==> config.mk <==
export PLATFORM = sky130hd
export DESIGN_NAME = rr_req_gnt_mux
export DESIGN_NICKNAME = d
export VERILOG_FILES = /design/src/rtl/rr_req_gnt_mux.sv
export SDC_FILE = /design/constraint.sdc
export NUM_CORES = 1
export LEC_CHECK = 0
export ABC_AREA = 0
export BUFFER_PORTS_ARGS = -buffer_cell sky130_fd_sc_hd__buf_2
export CORE_MARGIN = 1
export CORE_UTILIZATION = 55
export DETAILED_ROUTE_END_ITERATION = 16
export PLACE_DENSITY = 0.81
export SYNTH_ARGS = -nofsm -noshare
export SYNTH_HDL_FRONTEND = slang
export SYNTH_SLANG_ARGS = --single-unit
==> constraint.sdc <==
create_clock -name clk -period 2.8 [get_ports clk]
set_clock_uncertainty 0.1 [all_clocks]
set_input_delay 0.14 -clock clk [delete_from_list [all_inputs] [get_ports clk]]
set_output_delay 0.14 -clock clk [all_outputs]
set_load 0.005 [all_outputs]
==> src/rtl/rr_req_gnt_mux.sv <==
// Requester side of a round-robin arbiter link: per-source FIFOs, gated request vector, registered output.
// Optional macro RR_REQ_GNT_ERR_EN adds err_sticky, a sticky flag for grants that break the one-hot protocol.
module rr_req_gnt_mux #(
    parameter int N     = 2,
    parameter int DW    = 32,
    parameter int DEPTH = 2
) (
    input  logic                 clk,
    input  logic                 rst,
    input  logic [N-1:0]         in_valid,
    output logic [N-1:0]         in_ready,
    input  logic [N*DW-1:0]      in_data,
    output logic [N-1:0]         req_out,
    input  logic [N-1:0]         gnt_in,
    output logic                 out_valid,
    input  logic                 out_ready,
    output logic [DW-1:0]        out_data,
    output logic [$clog2(N)-1:0] out_src
`ifdef RR_REQ_GNT_ERR_EN
    ,
    output logic                 err_sticky
`endif
);

    localparam int SW = $clog2(N);
    localparam int PW = $clog2(DEPTH);
    localparam int CW = PW + 1;

    logic [DW-1:0] mem    [N][DEPTH];
    logic [PW-1:0] wr_ptr [N];
    logic [PW-1:0] rd_ptr [N];
    logic [CW-1:0] count  [N];

    logic [N-1:0]  empty;
    logic [N-1:0]  full;
    logic [N-1:0]  push;
    logic [N-1:0]  pop;
    logic [N-1:0]  gq;
    logic          can_load;
    logic          load;
    logic [SW-1:0] sel;
    logic [DW-1:0] head;

    always_comb begin
        empty = '0;
        full  = '0;
        for (int i = 0; i < N; i++) begin
            empty[i] = (count[i] == '0);
            full[i]  = (count[i] == CW'(DEPTH));
        end
    end

    assign in_ready = ~full;
    assign push     = in_valid & in_ready;
    assign can_load = !out_valid || out_ready;

    // Requests are withheld while the output is stalled so the arbiter pointer only moves on a real transfer.
    assign req_out  = ~empty & {N{can_load}};
    assign gq       = gnt_in & req_out;
    assign load     = can_load && (gq != '0);

    always_comb begin
        sel = '0;
        for (int i = N - 1; i >= 0; i--) begin
            if (gq[i]) begin
                sel = SW'(i);
            end
        end
    end

    always_comb begin
        pop = '0;
        for (int i = 0; i < N; i++) begin
            pop[i] = load && (sel == SW'(i));
        end
    end

    assign head = mem[sel][rd_ptr[sel]];

    always_ff @(posedge clk) begin
        for (int i = 0; i < N; i++) begin
            if (push[i]) begin
                mem[i][wr_ptr[i]] <= in_data[i*DW +: DW];
            end
        end
    end

    always_ff @(posedge clk or posedge rst) begin
        if (rst) begin
            for (int i = 0; i < N; i++) begin
                wr_ptr[i] <= '0;
                rd_ptr[i] <= '0;
                count[i]  <= '0;
            end
        end else begin
            for (int i = 0; i < N; i++) begin
                if (push[i]) begin
                    wr_ptr[i] <= wr_ptr[i] + PW'(1);
                end
                if (pop[i]) begin
                    rd_ptr[i] <= rd_ptr[i] + PW'(1);
                end
                count[i] <= count[i] + CW'(push[i]) - CW'(pop[i]);
            end
        end
    end

    always_ff @(posedge clk or posedge rst) begin
        if (rst) begin
            out_valid <= 1'b0;
            out_data  <= '0;
            out_src   <= '0;
        end else if (load) begin
            out_valid <= 1'b1;
            out_data  <= head;
            out_src   <= sel;
        end else if (out_ready) begin
            out_valid <= 1'b0;
        end
    end

`ifdef RR_REQ_GNT_ERR_EN
    logic gq_onehot;
    logic gnt_stray;

    assign gq_onehot = (gq != '0) && ((gq & (gq - N'(1))) == '0);
    assign gnt_stray = ((gnt_in & ~req_out) != '0);

    always_ff @(posedge clk or posedge rst) begin
        if (rst) begin
            err_sticky <= 1'b0;
        end else if (((req_out != '0) && !gq_onehot) || gnt_stray) begin
            err_sticky <= 1'b1;
        end
    end
`endif

endmodule

==> results by stage, run 1 <==
Route:
- In the final routed layout, each cell accounts on average for 19.0 um.
- For this block, the routed nets add up to 15000 um of wire.
- For this block, the initial DRC count from the detailed router was 381.
- Using the TritonRoute via totals, the vias-per-cell ratio works out to 5.80.
- The detail route stage leaves a number of antenna-violating nets equal to 0.
- The number of DRC violations after detailed routing is 0.
- Detailed routing inserted a total of 4585 vias.
- The first detailed-routing pass took 5 iterations.

Finish:
- The final layout contains 683 nets.
- The antenna diode instance count is 0.
- The post-layout instance count excluding filler cells is 791.
- In the final layout, the share of cells above drive strength 1 is 40.2%.
- The area growth from synthesis to layout is 26.8%.
- The final cell area excluding filler cells is 0.00897 mm2.
- The number of filler instances in the final layout is 811.

Timing:
- For the pin with the worst max-slew slack, the measured transition is 952 ps.
- The highest clock rate is 440 MHz.
- Counting I/O delays and the setup requirement, the final critical path takes 2270 ps.
- Setup repair after global routing left no endpoint under its margin.
- Setup violations remaining at the end of the flow were counted as 0.
- In this run the tightest slew margin relative to its limit is 36.5%.
- The count of pins over their slew limit was 0.
- Of the available clock period, the critical path in the final layout requires 81.2%.
- Adding up every negative setup slack in the final design gives 0 ps.
- The number of failing hold endpoints at the final stage is 0.
- The final worst hold slack is 66.6 ps.

Floorplanning:
- The starting utilization of the core area is 56.3%.
- In this run the standard cell core region covers 0.0126 mm2.
- The die is 115 um wide.
- The floorplan step defined a die boundary enclosing 0.0133 mm2.
- The die height is 115 um.
- The floorplan has 41 rows.
- During I/O placement, the number of pins put on the boundary was 109.

Clocking:
- The H-tree level count is 4.
- The clock passes through at most 2 buffers.
- The number of clock buffers added by TritonCTS is 17.
- The number of cells upsized or downsized after cts is 0.
- TritonCTS built the clock tree.
- Counting every sink on the clock net gives 170.
- The buffers inserted during post-CTS setup optimization is 0.
- The cell sitting at the root of the clock tree is a clkbuf_16.
- After clock tree synthesis, the clock-pin slew on the worst setup and hold paths is 60 ps.
- For the worst-skew pair, the clock arrives at the later sink with an insertion delay of 410 ps.

Run status:
- The run finished with clean final reports.

Setup path:
- The capture point of the critical path is count[1].
- The launch point of the worst path is count[3].
- The largest fanout on the critical path is 15.
- On the worst path, the slowest cell contributes a delay of 480 ps.
- The worst reg2reg path endpoint is count[1].
- The category of the worst setup path launch point is a flip-flop.
- Data on the critical path is required at its endpoint by 3030 ps.
- Across all register-to-register paths, the minimum setup slack is 530 ps.
- The category of the most critical setup path is flip-flop to flip-flop.
- The origin of the critical flop-to-flop path is count[3].
- Traced cell by cell, the critical path runs through or2_1 -> a2111oi_4 -> ha_1 -> inv_1 -> ha_1 -> xnor2_1 -> xnor2_1.
- The worst endpoint data arrival time is 2510 ps.
- The number of cell instances on the worst register-to-register path is 7.
- The slowest library cell on the worst path is a2111oi_4.
- The capturing element type of the critical path is a flip-flop.

Global routing:
- The total track usage is 23.8%.
- Entering global routing, the biggest net connects 67 pins.
- The total grt overflow is 0.
- The first-pass GRT wire length is 23300 um.
- The number of global-route vias before repair is 4393.
- The initial antenna violation count is 0.

Logic synthesis:
- The synthesized netlist occupies a cell area of 0.00708 mm2.
- The async set-or-reset flop fraction in the synthesized netlist is 24.7%.
- The part of the Yosys area used for sequential elements is 69.2%.
- Of all cell types, the one taking the most synthesized area is edfxtp_1.
- The count of synthesis-stage warnings from yosys is 0.
- The number of different library cells used by synthesis comes to 27.
- The synthesized design devotes to its leading area cell type 54.3% of total area.
- The most common cell in the synthesized netlist is edfxtp_1.
- In the synthesized netlist the dominant register cell turns out to be edfxtp_1.
- The synthesized flop and latch total is 170.
- The average cell area after synthesis is 16.0 um2.
- In this run, synthesis inferred 128 flip-flops with an integrated enable.
- Sorting the synthesized cells by area gives the leading types as edfxtp_1 (54%), dfrtp_1 (15%), mux2_2 (10%).
- By count the netlist is led by edfxtp_1 (128), mux2_2 (64), dfrtp_1 (42), a31oi_1 (33).
- The number of nets produced by synthesis is 518.
- Counting every instance in the synthesized netlist gives 443.

Power:
- The areal power density over the cells is 1020 mW/mm2.
- The leakage power figure is 3.34 nW.
- The maximum vdd drop is 0.000498 V.

Placement:
- The number of instances in the placed design is 694.
- The cell area after placement is 0.00775 mm2.
- During placement, the flow inserted port buffers numbering 108.
- At the end of routability-driven placement, the weighted congestion stood at 0.828.
- The placed wire-length estimate after detailed placement is 9710 um.

Min path:
- The type of the most critical hold path is input pin to async pin.

Flow run:
- The tool flagged a number of max-cap violations equal to 0.
==> report_power, final <==
part	switching (mW)	total, mW	internal [mW]
Combinational	1.65	3.01	1.35
Clock	0.911	2.21	1.30
Sequential	0.351	3.90	3.54
Total	2.92	9.11	6.20
==> per-layer routing <==
metal	wire [um]	track usage (%)	part of all wire, %
met1	6750	34.3	45
met2	7120	36.1	47
met3	828	5.39	5.5
met4	348	8.40	2.3
met5	0	0	0
==> placed cells by master (no fill, tap or decap) <==
cell type | synthesis | layout
nor2b_2 | 0 | 1
a2111oi_4 | 1 | 1
buf_4 | 0 | 16
nor2_1 | 5 | 2
and2_1 | 1 | 1
dfrtp_1 | 42 | 42
nand2b_1 | 3 | 2
clkinv_4 | 0 | 5
and3_1 | 2 | 2
a31oi_1 | 33 | 33
xnor2_1 | 6 | 6
o31ai_1 | 6 | 6
clkinv_2 | 0 | 2
nand2_1 | 2 | 2
edfxtp_1 | 128 | 128
clkbuf_1 | 28 | 1
mux2_2 | 64 | 64
and3_4 | 1 | 1
nor4_1 | 32 | 32
nor2_2 | 0 | 3
nand4_1 | 32 | 32
xor2_1 | 2 | 2
clkinvlp_4 | 0 | 1
clkinv_1 | 0 | 3
bufinv_16 | 0 | 2
or2_1 | 1 | 1
a211o_1 | 1 | 1
clkbuf_16 | 0 | 17
or2_2 | 1 | 1
nand2b_2 | 0 | 1
ha_1 | 4 | 4
dlygate4sd3_1 | 0 | 67
inv_1 | 4 | 3
buf_2 | 11 | 108
o31ai_2 | 26 | 26
==> sequential cells by signal, indices dropped and copies added (netlist names) <==
| name | flops |
|---|---|
| out_data | 32 |
| out_valid | 1 |
| wr_ptr | 2 |
| out_src | 1 |
| mem | 128 |
| rd_ptr | 2 |
| count | 4 |
==> cell type report <==
class | count | area, um2 | area share (%)
multi-input cells | 224 | 1960 | 21.8
clock buffers | 18 | 429 | 4.78
repair buffers | 191 | 1330 | 14.8
inverters | 4 | 15.0 | 0.167
clock inverters | 12 | 129 | 1.44
flip-flops and latches | 170 | 4890 | 54.5
well taps | 172 | 215 | 2.40
==> how the worst min path moves through the flow <==
stage                from            to  slack (ps)
2_1_floorplan  in_data[0]     mem[0][0]         140
3_3_place_gp          rst       out_src         -50
3_5_place_dp          rst       out_src         -40
4_1_cts               rst       out_src          60
5_1_grt               rst  out_data[20]          90
6_report              rst  out_data[21]          70
==> worst max-delay path, delay by kind of cell (launching register included) <==
| family | cells | cell delay [ps] |
|---|---|---|
| xor gates and xnor gates | 2 | 270 |
| and+or+nand+nor | 1 | 450 |
| DFF | 1 | 400 |
| adders and majority gates | 2 | 440 |
| buffers and inverters | 1 | 50 |
| AOI/OAI and AO/OA | 1 | 480 |
==> kinds of logic after synthesis <==
kind of cell / count (synthesis) / synth area share, %
and+or+nand+nor: 81 / 6.98
adders and majority gates: 4 / 0.707
DFF: 170 / 69.2
xor gates and xnor gates: 8 / 0.990
AOI/OAI and AO/OA: 67 / 8.66
buffers and inverters: 49 / 3.32
muxes: 64 / 10.2
==> per-stage QoR <==
step | setup WS [ps] | total power, mW | utilization (%)
global placement | 630 | 6.70 | 61.6
global route | 379 | 9.54 | 71.4
floorplan | 294 | 5.93 | -
detailed placement | 533 | 6.82 | 61.6
finish | 525 | 9.11 | 71.4
CTS | 521 | 9.13 | 71.4
==> what timing repair did <==
item,CTS,global route
hold buffers,67,0
setup endpoints to repair,0,0
endpoints found under the hold margin,172,0
(Power assumes the default switching activity.)
==> run 2, diff against run 1 <==
clock period = 2.2 ns   (was 2.8 ns; I/O delays follow)
==> results by stage, run 2 (synthesis results as in run 1) <==
Run status:
- The run finished with clean final reports.

Global routing:
- For this run, global-route usage on met2 was measured as 37.3%.
- Global routing finished with a remaining overflow of 0.
- The met1 routing resource usage after global routing is 33.0%.
- The initial antenna violation count came to 1.
- The most heavily used metal layer in global routing is met2.
- The first global-routing pass estimated 23600 um of wire.
- The largest net degree at the start of global routing is 39.
- The number of global-route vias before repair came to 4442.
- For met3 alone, demand over resource in global routing was 6.22%.
- Global routing used 24.4% of the available tracks across all layers.

Timing:
- The number of failing hold endpoints at the final stage is 0.
- The worst-margin pin slew is 627 ps.
- The final worst hold slack is 50.2 ps.
- The max-slew headroom at the worst pin is 58.0%.
- Setup repair after global routing left no endpoint under its margin.
- The worst path in the final design needs a cycle of 2080 ps, including I/O delays and setup.
- The final-report setup violation count is 0.
- The count of pins over their slew limit was 0.
- The part of the cycle the worst path needs is 94.4%.
- In the final timing run, aggregate negative setup slack is 0 ps.
- For this run, the top clock speed supported by timing is 481 MHz.

Setup path:
- Along the worst path, the maximum fanout reaches 3.
- Together, buffers and inverters on the worst path number 1.
- The critical path is of the flip-flop to flip-flop type.
- The critical path goes through or2_1 -> a2111oi_4 -> ha_1 -> inv_1 -> ha_1 -> xnor2_1 -> xnor2_1.
- The worst register-to-register path begins at count[3].
- The slowest stage of the critical path is the a2111oi_4 cell.
- STA puts the critical path data arrival time at 2320 ps.
- STA classifies the critical path startpoint as a flip-flop.
- The worst reg2reg path endpoint is count[1].
- In this run the register-to-register setup slack is 120 ps.
- Following the worst setup path forward leads to its endpoint at count[1].
- The capturing element type of the critical path is a flip-flop.
- Data on the critical path is required at its endpoint by 2450 ps.
- The number of cells on the critical path is 7.
- Broken down by cell family, the worst path's largest delay share belongs to adder cells.
- The number of cell instances on the worst register-to-register path is 7.
- For this run, the slowest stage of the critical path takes 420 ps.
- The launch point of the worst path is count[3].

Flow run:
- The total of max-cap violations is 0.

Route:
- The total via count after detailed routing is 4641.
- After detailed routing, the number of vias per cell comes to 5.81.
- The length of the first detailed-routing pass in iterations is 5.
- The DRC marker count from the first detailed-route iteration is 460.
- Once detail routing completed, the nets flagged for antenna violations numbered 0.
- The detail-routed net length per standard cell is 19.3 um.
- The overall routed net length is 15400 um.
- The number of DRC violations after detailed routing is 0.

Finish:
- The library cell used most frequently in the layout, excluding fill and tap cells, is edfxtp_1.
- The final-stage net count is 688.
- In the layout the commonest cells are edfxtp_1 (128), buf_2 (108), dlygate4sd3_1 (67).
- Cells with a size suffix above 1 make up 40.7% of the layout.
- The synthesis-to-layout area growth is 29.3%.
- The register with the most flip-flops in the layout has 128 of them.
- Once layout is complete, the cells apart from fillers number 799.

Clocking:
- The TritonCTS clock tree is yes.
- Counting every sink on the clock net gives 170.
- The buffers inserted during post-CTS setup optimization is 0.
- The H-tree was split into 4 levels.
- After clock tree synthesis, the clock-pin slew on the worst setup and hold paths is 60 ps.
- In this run, post-CTS repair resized a total of 0 instances.
- The number of hold buffers added after CTS was 67.
- The cell at the root of the clock tree is clkbuf_16.
- The clock reaches the later pin of the worst-skew pair after 430 ps.
- Clock tree synthesis inserted a total of 17 buffers.
- No sink is reached through more buffers than the 2 on the longest clock path.

Min path:
- The min-delay analysis places its worst path in the category input pin to flip-flop.

Power:
- Per report_power, the sequential group accounts for 40.5% of the total.
- The analysis attributes to net switching a power of 3.74 mW.
- The net switching fraction of the power is 30.7%.
- Combinational cells account for 32.5% of the total power.
- The share of total power dissipated in the clock network is 27.0%.
- Across the VDD grid, the largest voltage drop is 0.000780 V.
- Dividing total power by cell area gives a power density of 1330 mW/mm2.
- The internal power summed over all cells is 8.43 mW.
- The leakage power figure is 3.42 nW.

Floorplanning:
- 109 I/O pins were placed.
- In this run the standard cell core region covers 0.0126 mm2.
- The starting utilization of the core area is 56.3%.
- The area of the die is 0.0133 mm2.
- The die is 115 um tall.
- Measured along the x axis, the die boundary spans 115 um.
- After floorplanning, the core was divided into 41 placement rows.

Placement:
- Once detailed placement completed, the half-perimeter wirelength came to 9780 um.
- At the end of routability-driven placement, the weighted congestion stood at 0.831.
- The number of buffer cells added on primary ports is 108.
- The number of instances in the placed design is 699.
==> run 2: changes by cell type in the layout (fill, tap and decap cells not counted) <==
cell	delta
buf_12	+3
buf_4	+2
bufinv_16	+4
clkinv_1	+1
clkinv_4	-3
diode_2	+1
==> run 2: final cells by class <==
class	instances	area, um2
sequential	170	4890
fill	793	3420
multi-input combinational	224	1960
timing repair buffer	196	1410
clock buffer	18	429
clock inverter	14	226
tap	172	215
inverter	4	15.0
antenna	1	2.50
==> run 2: worst min-delay path, stage by stage <==
cell and delay [ps]:
buf_2 150, a2111oi_4 100, xor2_1 160
==> run 2: power groups by stage <==
stage	Combinational, mW	Sequential (mW)	Clock (mW)
2_1_floorplan	2.67	4.88	0
4_1_cts	3.92	4.93	3.29
5_1_grt	4.23	5.03	3.45
6_report	3.95	4.93	3.28
3_3_place_gp	3.69	4.92	0
3_5_place_dp	3.79	4.97	0
==> run 2: worst min-delay path by stage <==
stage / cells after the start / end / from
6_report: 3 / rd_ptr[0] / gnt_in[0]
5_1_grt: 3 / rd_ptr[0] / gnt_in[0]
4_1_cts: 3 / rd_ptr[0] / gnt_in[0]
3_5_place_dp: 2 / out_src / rst
3_3_place_gp: 2 / wr_ptr[0] / rst
2_1_floorplan: 0 / mem[0][0] / in_data[0]
==> run 2: layer usage <==
layer	vias up	wire length, um	share of wire, %
met1	2264	6510	42
li1	2111	-	-
met2	228	7420	48
met3	38	1070	6.9
met4	0	444	2.9
met5	-	0	0
==> run 2: through the flow <==
step | util (%) | total power, mW | setup WS (ps) | cell area, um2
2_1_floorplan | - | 7.55 | 89.5 | 7080
3_3_place_gp | 62.2 | 8.61 | 213 | 7820
3_5_place_dp | 62.2 | 8.76 | 156 | 7820
4_1_cts | 72.8 | 12.1 | 119 | 9150
5_1_grt | 72.8 | 12.7 | 16.7 | 9150
6_report | 72.8 | 12.2 | 123 | 9150
